<file path="src/rtl/anti_theft_pkg.sv">
// Shared types for the anti-theft controller.
// State codes and timer interval-select codes.
package anti_theft_pkg;

    typedef enum logic [2:0] {
        ARMED_IDLE        = 3'd0,
        TRIG_COUNTDOWN    = 3'd1,
        SOUND_ALARM       = 3'd2,
        DISARMED          = 3'd3,
        WAIT_DRIVER_OPEN  = 3'd4,
        WAIT_DRIVER_CLOSE = 3'd5,
        ARM_DELAY         = 3'd6,
        LOCKOUT           = 3'd7
    } state_e;

    typedef enum logic [1:0] {
        IV_ARM    = 2'd0,
        IV_DRIVER = 2'd1,
        IV_PASS   = 2'd2,
        IV_ALARM  = 2'd3
    } ival_e;

endpackage

</file>
<file path="src/rtl/at_tick_timer.sv">
// Tick prescaler plus loadable tick down-counter.
// expired is high on the tick that finishes the interval.
module at_tick_timer #(
    parameter int TICK_DIV = 4,
    parameter int CNT_W    = 8
) (
    input  logic             clk,
    input  logic             reset_n,
    input  logic             load_i,
    input  logic [CNT_W-1:0] load_val_i,
    output logic             tick_o,
    output logic             expired_o
);

    localparam int PW = $clog2(TICK_DIV);
    localparam logic [PW-1:0] PMAX = PW'(TICK_DIV - 1);

    logic [PW-1:0]    pre_q;
    logic [CNT_W-1:0] cnt_q;

    assign tick_o    = (pre_q == PMAX);
    assign expired_o = tick_o && (cnt_q == CNT_W'(1));

    // Prescaler free-runs; a load realigns it and sets the interval.
    always_ff @(posedge clk or negedge reset_n) begin
        if (!reset_n) begin
            pre_q <= '0;
            cnt_q <= '0;
        end else if (load_i) begin
            pre_q <= '0;
            cnt_q <= load_val_i;
        end else begin
            pre_q <= tick_o ? '0 : pre_q + 1'b1;
            if (tick_o && cnt_q != '0)
                cnt_q <= cnt_q - 1'b1;
        end
    end

endmodule

</file>
<file path="src/rtl/anti_theft_fsm_multi.sv">
// Vehicle anti-theft controller: arming, entry delay,
// alarm with re-trigger counting and lockout.
module anti_theft_fsm_multi
    import anti_theft_pkg::*;
#(
    parameter int N_DOORS     = 4,
    parameter int TICK_DIV    = 25_000_000,
    parameter int T_ARM       = 6,
    parameter int T_DRIVER    = 8,
    parameter int T_PASS      = 15,
    parameter int T_ALARM     = 20,
    parameter int MAX_RETRIG  = 3,
    parameter int SIREN_PULSE = 0,
    parameter int CNT_W       = 8
) (
    input  logic                                clk,
    input  logic                                reset_n,
    input  logic                                ignition,
    input  logic [N_DOORS-1:0]                  door,
    output logic                                led,
    output logic                                siren,
    output logic [2:0]                          state_o,
    output logic [N_DOORS-1:0]                  trigger_src,
    output logic [$clog2(MAX_RETRIG+1)-1:0]     alarm_count,
    output logic                                lockout
);

    localparam int AW = $clog2(MAX_RETRIG + 1);
    localparam logic [AW-1:0] MAXC = AW'(MAX_RETRIG);

    state_e             state_q, state_d;
    logic [N_DOORS-1:0] src_q, src_d;
    logic [AW-1:0]      acnt_q, acnt_d, acnt_inc;
    logic               blink_q, siren_q;
    logic               load;
    ival_e              sel;
    logic [CNT_W-1:0]   load_val;
    logic               tick, expired;

    at_tick_timer #(
        .TICK_DIV (TICK_DIV),
        .CNT_W    (CNT_W)
    ) u_timer (
        .clk        (clk),
        .reset_n    (reset_n),
        .load_i     (load),
        .load_val_i (load_val),
        .tick_o     (tick),
        .expired_o  (expired)
    );

    assign acnt_inc = (acnt_q == MAXC) ? acnt_q : acnt_q + 1'b1;

    // Interval lookup for the timer load.
    always_comb begin
        load_val = CNT_W'(T_ARM);
        unique case (sel)
            IV_ARM:    load_val = CNT_W'(T_ARM);
            IV_DRIVER: load_val = CNT_W'(T_DRIVER);
            IV_PASS:   load_val = CNT_W'(T_PASS);
            IV_ALARM:  load_val = CNT_W'(T_ALARM);
            default:   load_val = CNT_W'(T_ARM);
        endcase
    end

    // Next-state decode: ignition first, then expiry, then doors.
    always_comb begin
        state_d = state_q;
        src_d   = src_q;
        acnt_d  = acnt_q;
        load    = 1'b0;
        sel     = IV_ARM;
        unique case (state_q)
            ARMED_IDLE: begin
                if (ignition) begin
                    state_d = DISARMED;
                end else if (|door) begin
                    state_d = TRIG_COUNTDOWN;
                    load    = 1'b1;
                    sel     = door[0] ? IV_DRIVER : IV_PASS;
                    src_d   = door;
                end
            end
            TRIG_COUNTDOWN: begin
                if (ignition) begin
                    state_d = DISARMED;
                end else if (expired) begin
                    state_d = SOUND_ALARM;
                    load    = 1'b1;
                    sel     = IV_ALARM;
                end
            end
            SOUND_ALARM: begin
                if (ignition) begin
                    state_d = DISARMED;
                end else if (expired) begin
                    acnt_d  = acnt_inc;
                    state_d = (acnt_inc == MAXC) ? LOCKOUT : ARMED_IDLE;
                end
            end
            LOCKOUT: begin
                if (ignition)
                    state_d = DISARMED;
            end
            DISARMED: begin
                if (!ignition) begin
                    if (door == '0) begin
                        state_d = ARM_DELAY;
                        load    = 1'b1;
                        sel     = IV_ARM;
                    end else begin
                        state_d = WAIT_DRIVER_OPEN;
                    end
                end
            end
            WAIT_DRIVER_OPEN: begin
                if (ignition)
                    state_d = DISARMED;
                else if (door[0])
                    state_d = WAIT_DRIVER_CLOSE;
            end
            WAIT_DRIVER_CLOSE: begin
                if (ignition) begin
                    state_d = DISARMED;
                end else if (door == '0) begin
                    state_d = ARM_DELAY;
                    load    = 1'b1;
                    sel     = IV_ARM;
                end
            end
            ARM_DELAY: begin
                if (ignition)
                    state_d = DISARMED;
                else if (expired)
                    state_d = ARMED_IDLE;
                else if (|door)
                    state_d = WAIT_DRIVER_CLOSE;
            end
            default: state_d = ARMED_IDLE;
        endcase
        if (state_d == DISARMED) begin
            acnt_d = '0;
            src_d  = '0;
        end
    end

    // State, report registers and the blink/siren flops.
    always_ff @(posedge clk or negedge reset_n) begin
        if (!reset_n) begin
            state_q <= ARMED_IDLE;
            src_q   <= '0;
            acnt_q  <= '0;
            blink_q <= 1'b0;
            siren_q <= 1'b0;
        end else begin
            state_q <= state_d;
            src_q   <= src_d;
            acnt_q  <= acnt_d;
            if (state_d != state_q) begin
                blink_q <= 1'b0;
                siren_q <= 1'b1;
            end else if (tick) begin
                blink_q <= ~blink_q;
                if (SIREN_PULSE != 0)
                    siren_q <= ~siren_q;
            end
        end
    end

    // LED/siren decode from state and the pattern flops.
    always_comb begin
        led = 1'b0;
        unique case (state_q)
            ARMED_IDLE:     led = blink_q;
            TRIG_COUNTDOWN,
            SOUND_ALARM,
            LOCKOUT,
            ARM_DELAY:      led = 1'b1;
            default:        led = 1'b0;
        endcase
    end

    assign siren       = (state_q == SOUND_ALARM) && siren_q;
    assign lockout     = (state_q == LOCKOUT);
    assign state_o     = state_q;
    assign trigger_src = src_q;
    assign alarm_count = acnt_q;

endmodule

</file>
<file path="config.mk">
export PLATFORM = sky130hd
export DESIGN_NAME = anti_theft_fsm_multi
export DESIGN_NICKNAME = d
export VERILOG_FILES = /design/src/rtl/anti_theft_pkg.sv /design/src/rtl/at_tick_timer.sv /design/src/rtl/anti_theft_fsm_multi.sv
export SDC_FILE = /design/constraint.sdc
export NUM_CORES = 1
export LEC_CHECK = 0
export ABC_AREA = 1
export BUFFER_PORTS_ARGS = -buffer_cell sky130_fd_sc_hd__buf_2
export CAP_MARGIN = 10
export CORE_MARGIN = 2
export CORE_UTILIZATION = 32
export DETAILED_ROUTE_END_ITERATION = 10
export SLEW_MARGIN = 20
export SYNTH_ARGS = -nofsm -noshare
export SYNTH_HDL_FRONTEND = slang
export SYNTH_SLANG_ARGS = --single-unit
</file>
<file path="constraint.sdc">
create_clock -name clk -period 3.6 [get_ports clk]
set_input_delay 1.08 -clock clk [delete_from_list [all_inputs] [get_ports clk]]
set_output_delay 1.08 -clock clk [all_outputs]
set_load 0.01 [all_outputs]
</file>
==> run metrics <==
gr usage total=0.136; Reg power frac=0.381; die span in x=between 90 and 100 um; commonest non-fill, non-tap cell in the layout=nand2_1; IO buf count=18; Mapped Nets=around 380; max-slew violations=0; Worst Setup SP=state_o[0]; HPWL Detailed=4650 um; # diodes=0; min cycle time layout=2.54 ns; CTS buffer count=5; WP buf/inv=2; largest net degree at the start of global routing=45; Cell Int Power=roughly 1.1 mW; final setup fails=0; FF-to-FF Start=u_timer.pre_q[0]; count of final hold-check violations=0; Slew headroom=0.617; initial antenna violation count=0; fin crit share=0.706; maximum clock path buffer count=2; CP Class=reg -> out; Hold WC Path Type=reg -> reg; RePlAce Congestion=roughly 0.9; cts repair resizes=0; Net Sw Power=approximately 0.85 mW; Avg Cell Area, Syn=just under 8 sq um; via count=~2400; CTS H-tree depth=2; share of the synthesized area in the top cell type=0.383; CP Launch Type=register; Final Power=between 1.5 and 2 mW; Seq/Total Area, Yosys=0.383; Avg WL per Cell=around 12 um; Hold Startpoint=siren_q; cells along the critical path=nor2_1, inv_1, o21ai_0, nor2_1, buf_2; RSZ-0062 raised after global routing=false; Post-route DRC=0; WHS=approximately 0.48 ns; post-synth design cell area=around 2900 sq um; WL final=about 6000 um; layout cell share with drive strength beyond 1=0.182; setup_tns=0 ns; vias in the first global route=about 2300; cell taking the most area after synthesis=dfrtp_1; Achievable Freq=between 0.3 and 0.4 GHz; clock latency at the later pin of the worst-skew pair=approximately 0.30 ns; Storage cell area=1100 sq um; worst slew pin tran=around 0.57 ns; combinational share of power=0.419; postcts setup bufs=0; Max IR drop VDD=between 0.2 and 0.25 mV; Overflow after GRT=0; Die Y=between 90 and 100 um; outcome=complete, no violations; Post-Syn Instances=between 300 and 400; area grow syn2layout=10.2%; hold buffer count at cts=0; crit path DAT=between 1 and 1.5 ns; Max Cap Violations=0; post-route ant nets=0; Vias/cell=between 4 and 5; Critical Path RT=approximately 2.5 ns; most frequent cells in the layout=74 x nand2_1, 50 x inv_1, 50 x nor2_1; Core Area=between 8000 and 9000 sq um; Clock Pin Slew Worst Setup and Hold Paths=roughly 0.08 ns; initial DRC count=150; switch share=0.428; CP Max Fanout=9; clock group share of total power=0.200; Synth cell types=43; Primary FF master, synth=dfrtp_1; CTS tree=built; Root Buffer=clkbuf_8; main area contributors after synthesis=dfrtp_1 38%, nand2_1 9.7%, inv_1 6.5%; die area=between 9000 and 10000 sq um; synth warn=0; number of flops mapped to enable cells by yosys=0; nets=slightly above 400; Pleak=1.50 nW; CP delay by family, top=flip-flops; crit-path most repeated cell=nor2_1; post-synthesis register bit count=44; crit end category=output port; Clock Sinks=44; async set-reset flop share out of synthesis=1.00; TritonRoute pass-1 iters=4; Initial Utilization=0.330; # fillers=roughly 910; Setup Skew=0.00702 ns; slowest CP cell=dfrtp_1; Ports=19; footprint of the multi-input gates=1500 sq um; Rows=34; PwrDens=roughly 620 nW/um^2; reg-to-reg setup timing slack=1.43 ns; first-pass GRT wire length=around 11000 um; CP max stage delay=just under 0.5 ns
## state kept, by name (all words and copies together), names as in the netlist
| name | flops |
|---|---|
| blink_q | 1 |
| alarm_count | 2 |
| siren_q | 1 |
| state_o | 3 |
| trigger_src | 4 |
| u_timer.pre_q | 25 |
| u_timer.cnt_q | 8 |
## path summary, 6_finish.rpt
check	endpoint	cells after the start
worst max-delay path	led	5
worst min-delay path	siren_q	2
worst max register to register	u_timer.pre_q[22]	13
worst min register to register	siren_q	2
max in group asynchronous	state_o[1]	1
min in group asynchronous	u_timer.pre_q[17]	1
## worst register-to-register path, stage by stage (launching register included)
cell	delay [ns]
dfrtp_1	0.42
ha_1	0.26
nand3_4	0.14
clkinv_2	0.05
nand2_1	0.09
nor2_4	0.06
nand4_4	0.11
nor2_4	0.07
nor2_8	0.26
clkinv_4	0.19
nor2_4	0.14
inv_4	0.07
a21oi_1	0.13
o21a_1	0.13
## synth_stat cells (2+ instances only)
library cell	count
nand2_1	74
dfrtp_1	44
a22o_1	2
inv_2	3
ha_1	7
a211oi_1	4
o21ai_0	13
o211ai_1	3
nand4_1	10
nand3_2	5
clkinv_1	2
xor2_1	11
inv_1	50
nor4_1	3
xnor2_1	3
nor2_1	50
nor2_2	10
o21ai_2	3
buf_6	2
nand2_2	6
nand3_1	21
a21oi_1	8
nor3_2	3
a31oi_1	2
nor2_4	6
nor3_1	7
## through the flow
step	instances	setup slack, ns	instance area, sq um	util
floorplan	369	1.29	2870	-
global placement	491	0.846	3050	0.350
detailed placement	491	0.792	3050	0.350
CTS	499	1.05	3160	0.363
global route	499	0.867	3170	0.363
finish	499	1.06	3170	0.363
## power by group through the flow
stage | combinational, mW | sequential (mW) | clock, mW
after detailed placement | 0.831 | 0.761 | 0
after global placement | 0.825 | 0.760 | 0
after floorplan | 0.677 | 0.737 | 0
after CTS | 0.837 | 0.751 | 0.410
final | 0.827 | 0.753 | 0.396
after global routing | 0.967 | 0.772 | 0.428
## metal layers
metal / vias up / GRT usage / wire length, um
met5: - / 0 / 0
met1: 1142 / 0.195 / 3080
met3: 8 / 0.0255 / 200
met2: 29 / 0.212 / 2710
li1: 1227 / - / -
met4: 0 / 0.0337 / 76
## area by class of cell
| class | count | share of cell area |
|---|---|---|
| Multi-Input combinational cell | 263 | 0.473 |
| Timing Repair Buffer | 18 | 0.0292 |
| Sequential cell | 44 | 0.348 |
| Tap cell | 108 | 0.0427 |
| Inverter | 58 | 0.0715 |
| Clock buffer | 5 | 0.0217 |
| Clock inverter | 3 | 0.0146 |
## cell families (layout without fill, tap and decap cells)
group           after synthesis  count (layout)  share of synthesized area
xor+xnor                     14              14                     0.0427
simple gates                201             201                      0.355
compound gates               41              41                     0.0927
fa+ha+maj                     7               7                     0.0305
buf+inv                      62              84                     0.0962
flops                        44              44                      0.383
(Power assumes the default switching activity.)
